$ cat config.mk
export PLATFORM = sky130hd
export DESIGN_NAME = movsum_acc
export DESIGN_NICKNAME = d
export VERILOG_FILES = /design/src/rtl/movsum_pkg.sv /design/src/rtl/movsum_ring.sv /design/src/rtl/movsum_acc.sv
export SDC_FILE = /design/constraint.sdc
export NUM_CORES = 1
export LEC_CHECK = 0
export BUFFER_PORTS_ARGS = -buffer_cell sky130_fd_sc_hd__clkbuf_2
export CORE_UTILIZATION = 60
export CTS_CLUSTER_DIAMETER = 120
export DETAILED_ROUTE_END_ITERATION = 10
export GPL_TIMING_DRIVEN = 1
export PLACE_DENSITY = 0.82
export SETUP_SLACK_MARGIN = 0.3
export SLEW_MARGIN = 10
export SYNTH_ARGS = -nofsm -noshare
export SYNTH_HDL_FRONTEND = slang
export SYNTH_SLANG_ARGS = --single-unit
$ cat constraint.sdc
create_clock -name clk -period 5.8 [get_ports clk]
set_clock_uncertainty 0.1 [all_clocks]
set_input_delay 1.16 -clock clk [delete_from_list [all_inputs] [get_ports clk]]
set_output_delay 1.16 -clock clk [all_outputs]
set_load 0.01 [all_outputs]
$ cat src/rtl/movsum_pkg.sv
// movsum_pkg: shared definitions for the movsum_acc accumulator.
//   mode_e   - operating mode encoding (MODE_ACC / MODE_MOV)
//   wide_t   - 64-bit signed working type for the saturating adder
//   clog2    - ceiling log2 for elaboration-time sizing
//   sat_add  - a + b clamped to the signed range of a w-bit result
package movsum_pkg;

  typedef enum logic {
    MODE_ACC = 1'b0,
    MODE_MOV = 1'b1
  } mode_e;

  localparam int unsigned SAT_MAX_W = 64;

  typedef logic signed [SAT_MAX_W-1:0] wide_t;

  function automatic int unsigned clog2(input int unsigned v);
    int unsigned r;
    r = 0;
    while ((64'd1 << r) < 64'(v)) r = r + 1;
    return r;
  endfunction

  // Operands are sign-extended w-bit values; with w < 64 the 64-bit sum
  // cannot wrap, so plain signed compares find the overflow.
  function automatic wide_t sat_add(input wide_t a, input wide_t b,
                                    input int unsigned w);
    wide_t sum;
    wide_t hi;
    wide_t lo;
    sum = a + b;
    hi  = (wide_t'(1) <<< (w - 1)) - wide_t'(1);
    lo  = -(wide_t'(1) <<< (w - 1));
    if (sum > hi) return hi;
    if (sum < lo) return lo;
    return sum;
  endfunction

endpackage

$ cat src/rtl/movsum_ring.sv
// movsum_ring: DEPTH x IW sample history for the moving-sum window.
//   clk  - clock, rising edge
//   rst  - synchronous active-high reset (entries and pointer to zero)
//   clr  - synchronous clear, same effect as rst, priority over we
//   we   - write din at the pointer and advance the pointer
//   din  - sample to store
//   dout - entry at the current pointer (oldest sample), combinational
module movsum_ring
  import movsum_pkg::*;
#(
  parameter int unsigned IW    = 8,
  parameter int unsigned DEPTH = 4
) (
  input  logic                 clk,
  input  logic                 rst,
  input  logic                 clr,
  input  logic                 we,
  input  logic signed [IW-1:0] din,
  output logic signed [IW-1:0] dout
);

  localparam int unsigned PW = clog2(DEPTH);

  logic [PW-1:0]        ptr_q;
  logic [PW-1:0]        ptr_d;
  logic signed [IW-1:0] ring_q [DEPTH];
  logic signed [IW-1:0] ring_d [DEPTH];

  assign dout = ring_q[ptr_q];

  always_comb begin
    ring_d = ring_q;
    ptr_d  = ptr_q;
    if (clr) begin
      ring_d = '{default: '0};
      ptr_d  = '0;
    end else if (we) begin
      ring_d[ptr_q] = din;
      ptr_d = (ptr_q == PW'(DEPTH - 1)) ? '0 : ptr_q + PW'(1);
    end
  end

  always_ff @(posedge clk) begin
    if (rst) begin
      ptr_q  <= '0;
      ring_q <= '{default: '0};
    end else begin
      ptr_q  <= ptr_d;
      ring_q <= ring_d;
    end
  end

endmodule

$ cat src/rtl/movsum_acc.sv
// movsum_acc: enabled signed accumulator with two modes.
//   mode=0: saturating running sum of accepted samples
//   mode=1: moving (boxcar) sum of the last DEPTH samples
// Ports:
//   clk   - clock, rising edge
//   rst   - synchronous active-high reset
//   en    - sample strobe; in is consumed when en=1
//   clr   - synchronous clear of all accumulation state, over en
//   mode  - 0 accumulate, 1 moving sum; a change acts as a clear
//   in    - signed IW-bit sample
//   y     - signed W-bit registered result
//   valid - y holds a complete result for the current mode
module movsum_acc
  import movsum_pkg::*;
#(
  parameter int unsigned IW    = 8,
  parameter int unsigned W     = 32,
  parameter int unsigned DEPTH = 4
) (
  input  logic                 clk,
  input  logic                 rst,
  input  logic                 en,
  input  logic                 clr,
  input  logic                 mode,
  input  logic signed [IW-1:0] in,
  output logic signed [W-1:0]  y,
  output logic                 valid
);

  localparam int unsigned CW = clog2(DEPTH) + 1;

  if (DEPTH < 2 || DEPTH > 256 || (DEPTH & (DEPTH - 1)) != 0) begin : g_bad_depth
    $error("movsum_acc: DEPTH must be a power of two in 2..256");
  end
  if (W < IW + clog2(DEPTH)) begin : g_bad_width
    $error("movsum_acc: W must be at least IW + clog2(DEPTH)");
  end
  if (W >= SAT_MAX_W) begin : g_too_wide
    $error("movsum_acc: W must be below 64");
  end

  mode_e                mode_q;
  mode_e                mode_d;
  logic [CW-1:0]        count_q;
  logic [CW-1:0]        count_d;
  logic signed [W-1:0]  y_q;
  logic signed [W-1:0]  y_d;
  logic                 valid_q;
  logic                 valid_d;

  logic                 clear;
  logic                 ring_we;
  logic signed [IW-1:0] old;
  logic signed [W-1:0]  in_ext;
  logic signed [W-1:0]  old_ext;
  logic signed [W-1:0]  y_sat;
  logic signed [W-1:0]  y_mov;

  assign clear   = clr | (mode_e'(mode) != mode_q);
  assign ring_we = en & ~clear & (mode_q == MODE_MOV);
  assign in_ext  = W'(in);
  assign old_ext = W'(old);
  assign y_sat   = W'(sat_add(wide_t'(y_q), wide_t'(in_ext), W));
  // W >= IW + clog2(DEPTH) bounds the window sum, so this cannot wrap.
  assign y_mov   = y_q + in_ext - old_ext;

  movsum_ring #(
    .IW    (IW),
    .DEPTH (DEPTH)
  ) u_ring (
    .clk  (clk),
    .rst  (rst),
    .clr  (clear),
    .we   (ring_we),
    .din  (in),
    .dout (old)
  );

  always_comb begin
    mode_d  = mode_q;
    count_d = count_q;
    y_d     = y_q;
    valid_d = valid_q;
    if (clear) begin
      mode_d  = mode_e'(mode);
      count_d = '0;
      y_d     = '0;
      valid_d = 1'b0;
    end else if (en) begin
      if (mode_q == MODE_ACC) begin
        y_d     = y_sat;
        valid_d = 1'b1;
      end else begin
        y_d     = y_mov;
        if (count_q != CW'(DEPTH)) count_d = count_q + CW'(1);
        valid_d = valid_q | (count_q == CW'(DEPTH - 1));
      end
    end
  end

  always_ff @(posedge clk) begin
    if (rst) begin
      mode_q  <= mode_e'(mode);
      count_q <= '0;
      y_q     <= '0;
      valid_q <= 1'b0;
    end else begin
      mode_q  <= mode_d;
      count_q <= count_d;
      y_q     <= y_d;
      valid_q <= valid_d;
    end
  end

  assign y     = y_q;
  assign valid = valid_q;

endmodule

==> results_dict.tcl <==
set metrics [dict create \
    status "completed" \
    crit_arrival_ns 4.74 \
    drtIter0Drc 557 \
    synthToLayoutAreaGrowth_pct 8.56 \
    routabilityCongestion 0.888 \
    vdd_drop_max_mv 0.245 \
    hold_start "u_ring.ring_q[2]$_SDFFE_PP0P_" \
    synth_nets 1092 \
    synth_seq_area_share 0.189 \
    max_slew.worst_pin.slew_ns 1.08 \
    post-cts-setup-buffer-count 0 \
    netlist-cell-type-count 70 \
    fp-row-count 40 \
    start_util 0.623 \
    rsz0062_at_grt "no" \
    crit_type "in2reg" \
    synth_ff_type "dfxtp_1" \
    pwr-share-clk 0.356 \
    grt-busiest-layer "met2" \
    synth_area_sq_um 7570 \
    async_flop_share 0 \
    grt_pass1_wl_mm 33.1 \
    hold_viol_final 0 \
    whs_ns 0.356 \
    die_h_um 114 \
    crit_path_start_kind "input pin" \
    fin_crit_sh 0.789 \
    ant_nets 0 \
    grt.total_usage 0.320 \
    coreArea_sq_um 12200 \
    drv_cap 0 \
    crit_path_cell_trace "clkbuf_2 -> inv_1 -> fa_1 -> inv_1 -> ha_1 -> a21oi_1 -> nand2_1 -> a221oi_1 -> o211ai_2 -> nand4_1 -> a31oi_1 -> a21oi_1 -> mux2_2 -> nor4_1" \
    antenna_found_initial 0 \
    hold_class "reg2reg" \
    totalWireLength_mm 20.0 \
    cpMaxStageDelayCell "fa_1" \
    synth-seq-cells 71 \
    post-route-drc-count 0 \
    cts_inserted_buffers 9 \
    num_io_pins 46 \
    viasPerCell 6.16 \
    clk_latency_ns 0.35 \
    cts.sinks 71 \
    met2_usage 0.519 \
    drt_first_pass_iters 5 \
    cts_root_buf "clkbuf_16" \
    finalSetupViolations 0 \
    report.final.slew_viol_count 0 \
    slowest_delay_ns 0.54 \
    grt_pass1_vias 6654 \
    worstSetupStartpoint "in[7]" \
    clkSlewWorstSetupHoldPaths_ns 0.07 \
    diodes 0 \
    max_freq_mhz 218 \
    p_int_mw 1.10 \
    grt_max_degree 46 \
    power_leakage_nw 3.53 \
    drive_gt1_frac 0.106 \
    avgSynthCellArea_sq_um 7.76 \
    fillCellCount 1053 \
    cts_resized 0 \
    grt-ovfl-total 0 \
    cts_hold_buf 0 \
    relSlewSlack 0.281 \
    worstSetupEndpointType "flip-flop" \
    p_comb_frac 0.349 \
    cp.required_ns 5.96 \
    synth_edf_count 1 \
    place_hpwl_mm 14.5 \
    seqPwrFrac 0.296 \
    clock_path_buffers 2 \
    netSwitchingPower_mw 0.640 \
    setup_tns_ns 0 \
    vias 7215 \
    cts_tree "done" \
    gr-usage-met1 0.433 \
    avgRoutedWirePerCell_um 17.1 \
    crit_fanout 12 \
    r2r_start "u_ring.ptr_q[0]$_SDFFE_PP0P_" \
    swShare 0.368 \
    fin_crit_ns 4.58 \
    port_buffers 45 \
    htreeDepth 3 \
    yosysWarnings 0 \
    pwr_density_cell_nw_per_um2 212 \
    grt.met3_usage 0.0588 \
    syn-instance-count 976 \
    die_width_um 114 \
    die_area_sq_um 13100 \
    fin_nets 1115 \
]
## sequential cells by signal, indices dropped and copies added, names as in the netlist
signal         flops
count_q            3
mode_q             1
u_ring.ptr_q       2
u_ring.ring_q     32
valid              1
y                 32
## critical path, delay by kind of cell
kind	cells	cell delay [ns]
compound gates	5	1.28
buf+inv	3	0.68
fa+ha+maj	2	0.85
simple gates	3	0.38
mux	1	0.37
## area by class of cell
class | count | area, sq um | share of cell area
multi-input cells | 738 | 5490 | 0.668
repair buffers | 55 | 300 | 0.0365
clock buffers | 10 | 250 | 0.0304
flip-flops and latches | 71 | 1430 | 0.174
inverters | 124 | 465 | 0.0566
well taps | 168 | 210 | 0.0256
clock inverters | 6 | 72.6 | 0.00883
## cell usage in the layout, fill, tap and decap left out, types with 7 or more instances in the layout
cell       Yosys  routed
nand2b_1      16      16
nor2_1        45      45
nand3_1       47      47
a211oi_1      18      18
a21oi_1      101     101
mux4_2         8       8
nand2_1       84      84
clkbuf_2       2      45
inv_1        124     124
a21o_1        21      21
nor3_1        13      12
buf_4          2      10
a31oi_1       16      16
dfxtp_1       70      70
xor2_1        18      18
o21bai_1       7       7
o221ai_1       7       7
ha_1          71      71
xnor2_1       35      35
o21a_1         7       7
o21ai_0       69      69
a221oi_1      10      10
clkbuf_16      0      10
o211ai_1      14      14
fa_1          32      32
## power groups by stage
stage | Sequential [mW] | Combinational, mW | Clock (mW)
CTS | 0.515 | 0.599 | 0.618
global placement | 0.526 | 0.582 | 0
detailed placement | 0.526 | 0.593 | 0
global route | 0.516 | 0.677 | 0.642
floorplan | 0.522 | 0.465 | 0
finish | 0.515 | 0.607 | 0.619
## through the flow
step	cell area, sq um	worst slack, ns	total power [mW]	utilization	cells
after floorplan	7570	0.840	0.988	-	976
after global placement	7900	0.975	1.11	0.649	1156
after detailed placement	7900	0.875	1.12	0.649	1156
after CTS	8220	1.21	1.73	0.676	1172
after global routing	8220	0.909	1.84	0.676	1172
final	8220	1.22	1.74	0.676	1172
## synthesized netlist by cell type, types with 5 or more instances
library cell | count | share of area
nor2b_1 | 5 | 0.0041
o21a_1 | 7 | 0.0069
nand2b_1 | 16 | 0.013
or3_1 | 6 | 0.0050
nand4_1 | 6 | 0.0050
dfxtp_1 | 70 | 0.19
a21oi_1 | 101 | 0.067
nand2_1 | 84 | 0.042
xor2_1 | 18 | 0.021
o21bai_1 | 7 | 0.0069
and3_1 | 6 | 0.0050
nand3_1 | 47 | 0.031
o221ai_1 | 7 | 0.0081
o211ai_1 | 14 | 0.014
buf_2 | 7 | 0.0046
ha_1 | 71 | 0.12
fa_1 | 32 | 0.085
o21ai_1 | 6 | 0.0040
o21ai_0 | 69 | 0.046
inv_1 | 124 | 0.061
a211oi_1 | 18 | 0.018
a221oi_1 | 10 | 0.012
clkbuf_1 | 27 | 0.013
a31oi_1 | 16 | 0.013
a21o_1 | 21 | 0.021
xnor2_1 | 35 | 0.040
nor3_1 | 13 | 0.0086
mux4_2 | 8 | 0.024
nor2_1 | 45 | 0.022
## path summary, 6_finish.rpt
path | end | slack [ns] | depth (start not counted)
worst min register to register | u_ring.ring_q[2]$_SDFFE_PP0P_ | 0.36 | 2
worst max-delay path | y[29]$_SDFFE_PP0P_ | 1.22 | 14
worst min-delay path | u_ring.ring_q[2]$_SDFFE_PP0P_ | 0.36 | 2
worst max register to register | y[29]$_SDFFE_PP0P_ | 1.24 | 13
## per-layer routing
metal,routed length [um],up-vias
met1,8760,3407
met4,424,0
met5,0,-
met3,1400,39
met2,9460,266
li1,-,3503
## cell families (layout without fill, tap and decap cells)
family                     count (synthesis)  after routing  share of synthesized area
xor gates and xnor gates                  53             53                     0.0613
AOI/OAI and AO/OA                        321            321                      0.274
buffers and inverters                    167            195                     0.0872
and+or+nand+nor                          245            245                      0.152
muxes                                     13             13                     0.0306
DFF                                       71             71                      0.189
adders and majority gates                106            106                      0.206
Power figures use the tool's default switching activity.
